## src/rtl/mul_pkg.sv

```systemverilog
// Shared definitions for units that use the go/over handshake: state encoding and default operand width.
package mul_pkg;

   localparam int unsigned MUL_WIDTH = 8;

   typedef enum logic [1:0] {
      IDLE = 2'd0,
      LOAD = 2'd1,
      RUN  = 2'd2,
      DONE = 2'd3
   } state_t;

endpackage

```

## src/rtl/mul_datapath.sv

```systemverilog
// Shift-add datapath: multiplicand/multiplier shift registers, accumulator adder and iteration counter.
module mul_datapath
   import mul_pkg::*;
#(
   parameter int unsigned WIDTH = MUL_WIDTH
) (
   input  logic                     clk,
   input  logic                     reset,
   input  logic                     load,
   input  logic                     step,
   input  logic [WIDTH-1:0]         a,
   input  logic [WIDTH-1:0]         b,
   output logic [2*WIDTH-1:0]       acc_next,
   output logic [$clog2(WIDTH):0]   count,
   output logic                     mplier_zero
);

   logic [2*WIDTH-1:0] mcand;
   logic [2*WIDTH-1:0] acc;
   logic [WIDTH-1:0]   mplier;

   assign acc_next = mplier[0] ? acc + mcand : acc;

   // Reports the multiplier as it will be after the current step, so the
   // controller can leave RUN on the same edge that consumes the last set bit.
   assign mplier_zero = ((mplier >> 1) == '0);

   always_ff @(posedge clk or posedge reset) begin
      if (reset) begin
         mcand  <= '0;
         mplier <= '0;
         acc    <= '0;
         count  <= '0;
      end else if (load) begin
         mcand  <= {{WIDTH{1'b0}}, a};
         mplier <= b;
         acc    <= '0;
         count  <= '0;
      end else if (step) begin
         acc    <= acc_next;
         mcand  <= mcand << 1;
         mplier <= mplier >> 1;
         count  <= count + 1'b1;
      end
   end

endmodule

```

## src/rtl/mul_shift_add.sv

```systemverilog
// Sequential unsigned shift-add multiplier with go/over handshake.
// Optional build macro MUL_EARLY_TERM_EN: finish as soon as the remaining multiplier bits are zero.
module mul_shift_add
   import mul_pkg::*;
#(
   parameter int unsigned WIDTH = MUL_WIDTH
) (
   input  logic                 clk,
   input  logic                 reset,
   input  logic                 go,
   input  logic [WIDTH-1:0]     a,
   input  logic [WIDTH-1:0]     b,
   output logic [2*WIDTH-1:0]   product,
   output logic                 busy,
   output logic                 over
);

   localparam int unsigned CW = $clog2(WIDTH) + 1;

`ifdef MUL_EARLY_TERM_EN
   localparam bit EARLY_TERM = 1'b1;
`else
   localparam bit EARLY_TERM = 1'b0;
`endif

   state_t              state;
   state_t              next_state;
   logic                load;
   logic                step;
   logic                last;
   logic [2*WIDTH-1:0]  acc_next;
   logic [CW-1:0]       count;
   logic                mplier_zero;

   // Operands are captured on the go-accepting edge, so the values seen in
   // LOAD are those present when go was sampled.
   assign load = (state == IDLE) && go;
   assign step = (state == RUN);
   assign last = (count == CW'(WIDTH - 1)) || (EARLY_TERM && mplier_zero);

   mul_datapath #(
      .WIDTH (WIDTH)
   ) u_datapath (
      .clk         (clk),
      .reset       (reset),
      .load        (load),
      .step        (step),
      .a           (a),
      .b           (b),
      .acc_next    (acc_next),
      .count       (count),
      .mplier_zero (mplier_zero)
   );

   always_ff @(posedge clk or posedge reset) begin
      if (reset) begin
         state <= IDLE;
      end else begin
         state <= next_state;
      end
   end

   always_comb begin
      next_state = state;
      unique case (state)
         IDLE: if (go) next_state = LOAD;
         LOAD: next_state = RUN;
         RUN:  if (last) next_state = DONE;
         DONE: if (!go) next_state = IDLE;
         default: next_state = IDLE;
      endcase
   end

   always_ff @(posedge clk or posedge reset) begin
      if (reset) begin
         product <= '0;
      end else if ((state == RUN) && last) begin
         product <= acc_next;
      end
   end

   assign busy = (state == LOAD) || (state == RUN);
   assign over = (state == DONE);

endmodule

```

## config.mk

```make
export PLATFORM = sky130hd
export DESIGN_NAME = mul_shift_add
export DESIGN_NICKNAME = d
export VERILOG_FILES = /design/src/rtl/mul_pkg.sv /design/src/rtl/mul_datapath.sv /design/src/rtl/mul_shift_add.sv
export SDC_FILE = /design/constraint.sdc
export NUM_CORES = 1
export LEC_CHECK = 0
export CAP_MARGIN = 20
export CORE_ASPECT_RATIO = 0.7
export CORE_MARGIN = 2
export CORE_UTILIZATION = 40
export DETAILED_ROUTE_END_ITERATION = 6
export GPL_TIMING_DRIVEN = 0
export MAX_ROUTING_LAYER = met4
export SYNTH_ARGS = -nofsm -noshare
export SYNTH_HDL_FRONTEND = slang
export SYNTH_HIERARCHICAL = 1
export SYNTH_SLANG_ARGS = --single-unit
```

## constraint.sdc

```tcl
create_clock -name clk -period 2.87 [get_ports clk]
set_clock_uncertainty 0.2 [all_clocks]
set_input_delay 0.861 -clock clk [delete_from_list [all_inputs] [get_ports clk]]
set_output_delay 0.861 -clock clk [all_outputs]
set_load 0.005 [all_outputs]
```

==> results of run 1 <==
==> worst min path at each step <==
stage	from	endpoint	slack, ns	depth (start not counted)
2_1_floorplan	u_datapath/count[3]	u_datapath/count[3]	0.30	2
3_3_place_gp	product[7]	product[7]	0.29	1
3_5_place_dp	product[3]	product[3]	0.29	1
4_1_cts	product[10]	product[10]	0.30	1
5_1_grt	product[10]	product[10]	0.31	1
6_report	product[10]	product[10]	0.30	1
==> report_power, final <==
group	switching [mW]	leakage, nW	total, mW	internal (mW)
logic	1.36	1.12	2.58	1.22
registers	0.277	0.814	1.51	1.23
clock network	0.365	0.138	1.01	0.643
total	2.00	2.07	5.09	3.09
==> sequential cells by signal, summed over array words and instances (netlist names) <==
register / flops
state: 2
u_datapath/mcand: 16
u_datapath/mplier: 8
u_datapath/count: 4
product: 16
u_datapath/acc: 16
==> cells in the final DEF (no fill, tap or decap), types with 3 or more instances in the layout <==
master,instances
clkbuf_1,13
clkbuf_16,9
xnor2_1,9
a211oi_1,4
a21o_1,6
clkdlybuf4s50_1,36
xor2_1,8
nand2b_1,3
nand4_1,3
inv_1,8
o21a_1,3
nand2_1,30
buf_4,4
mux2_4,10
clkbuf_8,3
nor3_1,4
mux2i_1,30
a21oi_1,18
ha_1,18
o21ai_0,17
dfrtp_1,62
mux2_2,18
nor2_1,34
==> metrics by stage <==
stage | instances | cell area, um2 | util
after floorplan | 338 | 3590 | -
after global placement | 494 | 4100 | 0.478
after detailed placement | 495 | 4120 | 0.480
after CTS | 509 | 4420 | 0.515
after global routing | 513 | 4470 | 0.521
final | 513 | 4470 | 0.521
==> timing repair <==
action                                  in CTS  in global routing
hold buffers                                 0                  0
pin swaps                                    5                  5
setup buffers                                0                  4
endpoints found under the setup margin       3                  8
hold endpoints to repair                     0                  0
gates resized for setup                      5                  6
==> layer usage <==
layer  vias up  track usage  share of wire
li1       1302            -              -
met1      1303        0.300           0.57
met2        38        0.252           0.41
met3         4       0.0569          0.025
met4         0       0.0449         0.0038
met5         -            -              0
==> layout make-up <==
| type | instances | area share |
|---|---|---|
| clock inverters | 1 | 0.00112 |
| multi-input cells | 250 | 0.439 |
| inverters | 9 | 0.00755 |
| flip-flops and latches | 62 | 0.347 |
| plain buffers | 17 | 0.0199 |
| repair buffers | 41 | 0.0917 |
| clock buffers | 13 | 0.0604 |
| well taps | 120 | 0.0336 |
==> impl_metrics.csv, run 1 <==
group,metric,value,unit
routing,post_drt_wl_per_cell,16.5,um
floorplanning,start_util,0.419,
grt,antenna_found_initial,0,
sta,hold_viol_final,0,
sta,holdWs,0.303,ns
placement,dp_hpwl,5.92,mm
critical_path,cp_max_fo,4,
critical_path,cp_slowest_cell,"dfrtp_1",
critical_path,path_buf_inv,0,
min_path,hold_class,"register to register",
cells_and_area,multiInputGateArea,1960,um2
pwr,power.density,1140,nW/um2
clocking,clk_latency,0.33,ns
critical_path,worst-r2r-cell-count,10,
synth,yosysWarnings,6,
pwr,ir_drop,594,uV
critical_path,r2r_slack,0.04,ns
pwr,leakagePower,2.07,nW
critical_path,cpMostUsedCell,"a21o_1",
sta,setup_viol,0,
outcome,status,"completed",
cells_and_area,area_growth,24.5,%
sta,final.period_utilization,0.986,
sta,rsz0062_at_grt,"yes",
grt,grt_pass1_vias,2665,
clocking,cts_buffers,9,
synth,syn_nets,378,
sta,fin_ws,0.0392,ns
routing,viasPerCell,5.16,
floorplanning,pin_count,37,
grt,grt_max_degree,33,
floorplanning,die_w,117,um
clocking,cts.reportedPaths.clkPinSlew,0.05,ns
placement,dpl_worst_slack,-0.181,ns
floorplanning,dieHeight,83.3,um
clocking,cts.sinks,62,
floorplanning,fp.dieArea,9770,um2
critical_path,crit_family,"compound AO/OA/AOI/OAI gates",
sta,fin_crit,2.83,ns
critical_path,criticalPathCategory,"register to register",
sta,finalMaxSlewViolations,0,
pwr,power.total,5.09,mW
critical_path,worstSetupStartpoint,"u_datapath/mcand[0]",
critical_path,reg2reg_to,"product[14]",
routing,vias,2647,
critical_path,reg2reg_from,"u_datapath/mcand[0]",
routing,wl,8.46,mm
critical_path,critPathMaxStageDelay,0.42,ns
cells_and_area,diodes,0,
floorplanning,core-area,8580,um2
synth,syn_area,3590,um2
critical_path,crit_arrival,2.84,ns
routing,drtPass1Iterations,4,
grt,grt_pass1_wl,14.2,mm
placement,gp_congestion,0.843,
clocking,htreeDepth,3,
critical_path,worst-path-stages,10,
sta,max_slew_margin,0.424,
cells_and_area,fillers,789,
sta,worstMarginPinSlew,0.863,ns
clocking,cts_tree,"done",
routing,ant_nets,0,
cells_and_area,drive_gt1_frac,0.160,
placement,port_buffers,36,
synth,avgSynthCellArea,10.6,um2
cells_and_area,seq_area,1550,um2
grt,grt_util_all_layers,0.196,
critical_path,crit_chain,"ha_4 > fa_2 > a21o_1 > a21o_1 > a211oi_2 > o31ai_2 > o211ai_1 > xor2_1 > a21oi_1 > mux2_4",
critical_path,cp.required,2.88,ns
clocking,clockRootBuffer,"clkbuf_16",
routing,drc,0,
floorplanning,num_rows,28,
grt,grt_overflow,0,
critical_path,cp-end-kind,"register",
sta,fmax,353,MHz
critical_path,worstSetupEndpoint,"product[14]",
job,cap_violations,0,
cells_and_area,finalNetCount,430,
critical_path,critPathLaunchType,"register",
clocking,clk_path_buf_depth,2,
routing,drtIter0Drc,132,
synth,synthCells,338,
sta,setup-tns-final,0,ns
No activity file was read; power rests on OpenSTA's default activity.
==> run 2, diff against run 1 <==
--- a/config.mk
+++ b/config.mk
@@ -11,6 +11,7 @@
 export CORE_UTILIZATION = 40
 export DETAILED_ROUTE_END_ITERATION = 6
 export GPL_TIMING_DRIVEN = 0
+export HOLD_SLACK_MARGIN = 0.08
 export MAX_ROUTING_LAYER = met4
 export SYNTH_ARGS = -nofsm -noshare
 export SYNTH_HDL_FRONTEND = slang
==> results of run 2 <==
Same layout as run 1: the final DEF is identical, and so are final timing and power.
==> run 3, diff against run 2 <==
--- a/config.mk
+++ b/config.mk
@@ -6,8 +6,7 @@
 export NUM_CORES = 1
 export LEC_CHECK = 0
 export CAP_MARGIN = 20
-export CORE_ASPECT_RATIO = 0.7
-export CORE_MARGIN = 2
+export CORE_MARGIN = 4
 export CORE_UTILIZATION = 40
 export DETAILED_ROUTE_END_ITERATION = 6
 export GPL_TIMING_DRIVEN = 0
==> impl_metrics.csv, run 3 (same netlist as run 1, synthesis figures left out) <==
group,metric,value,unit
cells_and_area,fin_util,0.498,
sta,fin_crit,2.81,ns
pwr,intPower,2.80,mW
critical_path,cp_max_fo,3,
cells_and_area,layout_common_cells,"dfrtp_1 (61), clkdlybuf4s50_1 (36), nor2_1 (34)",
routing,ant_nets,0,
routing,post_drt_wl_per_cell,15.7,um
grt,grt_overflow,0,
cells_and_area,stdcell_area,4350,um2
routing,drtPass1Iterations,5,
floorplanning,start_util,0.412,
job,cap_violations,0,
pwr,power.density,1090,nW/um2
sta,finalMaxSlewViolations,0,
pwr,power.total,4.74,mW
routing,drtIter0Drc,89,
routing,viasPerCell,5.27,
sta,hold_viol_final,0,
pwr,ir_drop,450,uV
clocking,cts_buffers,9,
sta,fmax,355,MHz
clocking,clockRootBuffer,"clkbuf_8",
clocking,clk_latency,0.34,ns
pwr,leakagePower,2.01,nW
sta,rsz0062_at_grt,"yes",
pwr,swShare,0.410,
sta,max_slew_margin,0.520,
placement,gp_congestion,0.861,
sta,final.period_utilization,0.980,
grt,grt_pass1_vias,2583,
grt,grt_util_all_layers,0.162,
critical_path,cp-end-kind,"register",
cells_and_area,final_common_cell,"dfrtp_1",
floorplanning,pin_count,37,
floorplanning,fp.dieArea,10600,um2
placement,placed_cell_area,4110,um2
cells_and_area,finalNetCount,429,
floorplanning,dieHeight,103,um
routing,drc,0,
grt,grt_pass1_wl,12.8,mm
grt,grt_max_degree,26,
sta,setup_viol,0,
placement,port_buffers,36,
clocking,holdBufCountCts,0,
cells_and_area,drive_gt1_frac,0.160,
grt,antenna_found_initial,0,
min_path,hold_class,"register to register",
cells_and_area,fillers,826,
critical_path,critPathLaunchType,"register",
floorplanning,die_w,103,um
pwr,p_sw,1.94,mW
clocking,cts_tree,"done",
sta,worstMarginPinSlew,0.720,ns
clocking,clk_path_buf_depth,2,
critical_path,cp.required,2.90,ns
floorplanning,core-area,8720,um2
cells_and_area,diodes,0,
routing,vias,2638,
placement,dp_hpwl,5.83,mm
routing,wl,7.87,mm
pwr,p_clk_frac,0.145,
critical_path,crit_arrival,2.84,ns
critical_path,criticalPathCategory,"register to register",
clocking,cts.reportedPaths.clkPinSlew,0.07,ns
outcome,status,"completed",
pwr,p_seq_frac,0.316,
clocking,htreeDepth,3,
cells_and_area,top_regs,"product (16), u_datapath/acc (16), u_datapath/mcand (16)",
cells_and_area,area_growth,20.9,%
floorplanning,num_rows,34,
pwr,pwr-share-comb,0.539,
clocking,cts.sinks,62,
## run 3: stage by stage
stage	setup WS (ns)	hold slack (ns)	setup TNS, ns	instances
after global placement	-0.280	0.292	-16.68	482
after CTS	0.0137	0.309	0	498
after global routing	-0.0284	0.320	-0.0765	501
final	0.0567	0.305	0	501
after floorplan	0.140	0.296	0	338
after detailed placement	-0.222	0.294	-4.99	483
## run 3: power by group through the flow
stage / logic (mW) / registers [mW] / clock network, mW
4_1_cts: 2.51 / 1.50 / 0.716
6_report: 2.56 / 1.50 / 0.687
2_1_floorplan: 1.84 / 1.44 / 0
3_3_place_gp: 2.43 / 1.50 / 0
3_5_place_dp: 2.46 / 1.51 / 0
5_1_grt: 2.85 / 1.55 / 0.752
## run 3: cell type report
| cell class | count | area, um2 | share of cell area |
|---|---|---|---|
| Buffer | 17 | 87.6 | 0.0202 |
| Inverter | 9 | 33.8 | 0.00777 |
| Tap cell | 108 | 135 | 0.0311 |
| Clock buffer | 11 | 151 | 0.0348 |
| Sequential cell | 62 | 1550 | 0.357 |
| Timing Repair Buffer | 40 | 403 | 0.0927 |
| Multi-Input combinational cell | 250 | 1960 | 0.451 |
| Clock inverter | 4 | 22.5 | 0.00518 |
## run 3: final timing paths
kind	startpoint	to	slack [ns]	depth (start not counted)
max reg2reg	u_datapath/mcand[0]	product[10]	0.06	10
max in group asynchronous	reset	state[0]	1.25	2
max	u_datapath/mcand[0]	product[10]	0.06	10
min reg2reg	product[9]	product[9]	0.31	1
min	product[9]	product[9]	0.31	1
min in group asynchronous	reset	u_datapath/count[0]	0.68	2
## run 3: repair_timing
action                                  CTS  global route
pin swaps                                 1             8
gates resized for setup                   5             5
setup buffers                             0             3
endpoints found under the setup margin    3             5
## run 3: worst max-delay path, cell delays in order (launching register included)
cell and delay, ns:
dfrtp_1 0.42, ha_4 0.19, fa_2 0.36, a21o_1 0.17, a21o_1 0.20, a211oi_2 0.25, or3_1 0.15, a21oi_1 0.07
xnor2_1 0.25, a21oi_1 0.14, mux2_2 0.30
## run 3: per-layer routing
| layer | track usage | vias up | share of wire |
|---|---|---|---|
| li1 | - | 1299 | - |
| met4 | 0.0518 | 0 | 0.014 |
| met5 | - | - | 0 |
| met3 | 0.0345 | 11 | 0.035 |
| met2 | 0.266 | 53 | 0.49 |
| met1 | 0.199 | 1275 | 0.46 |
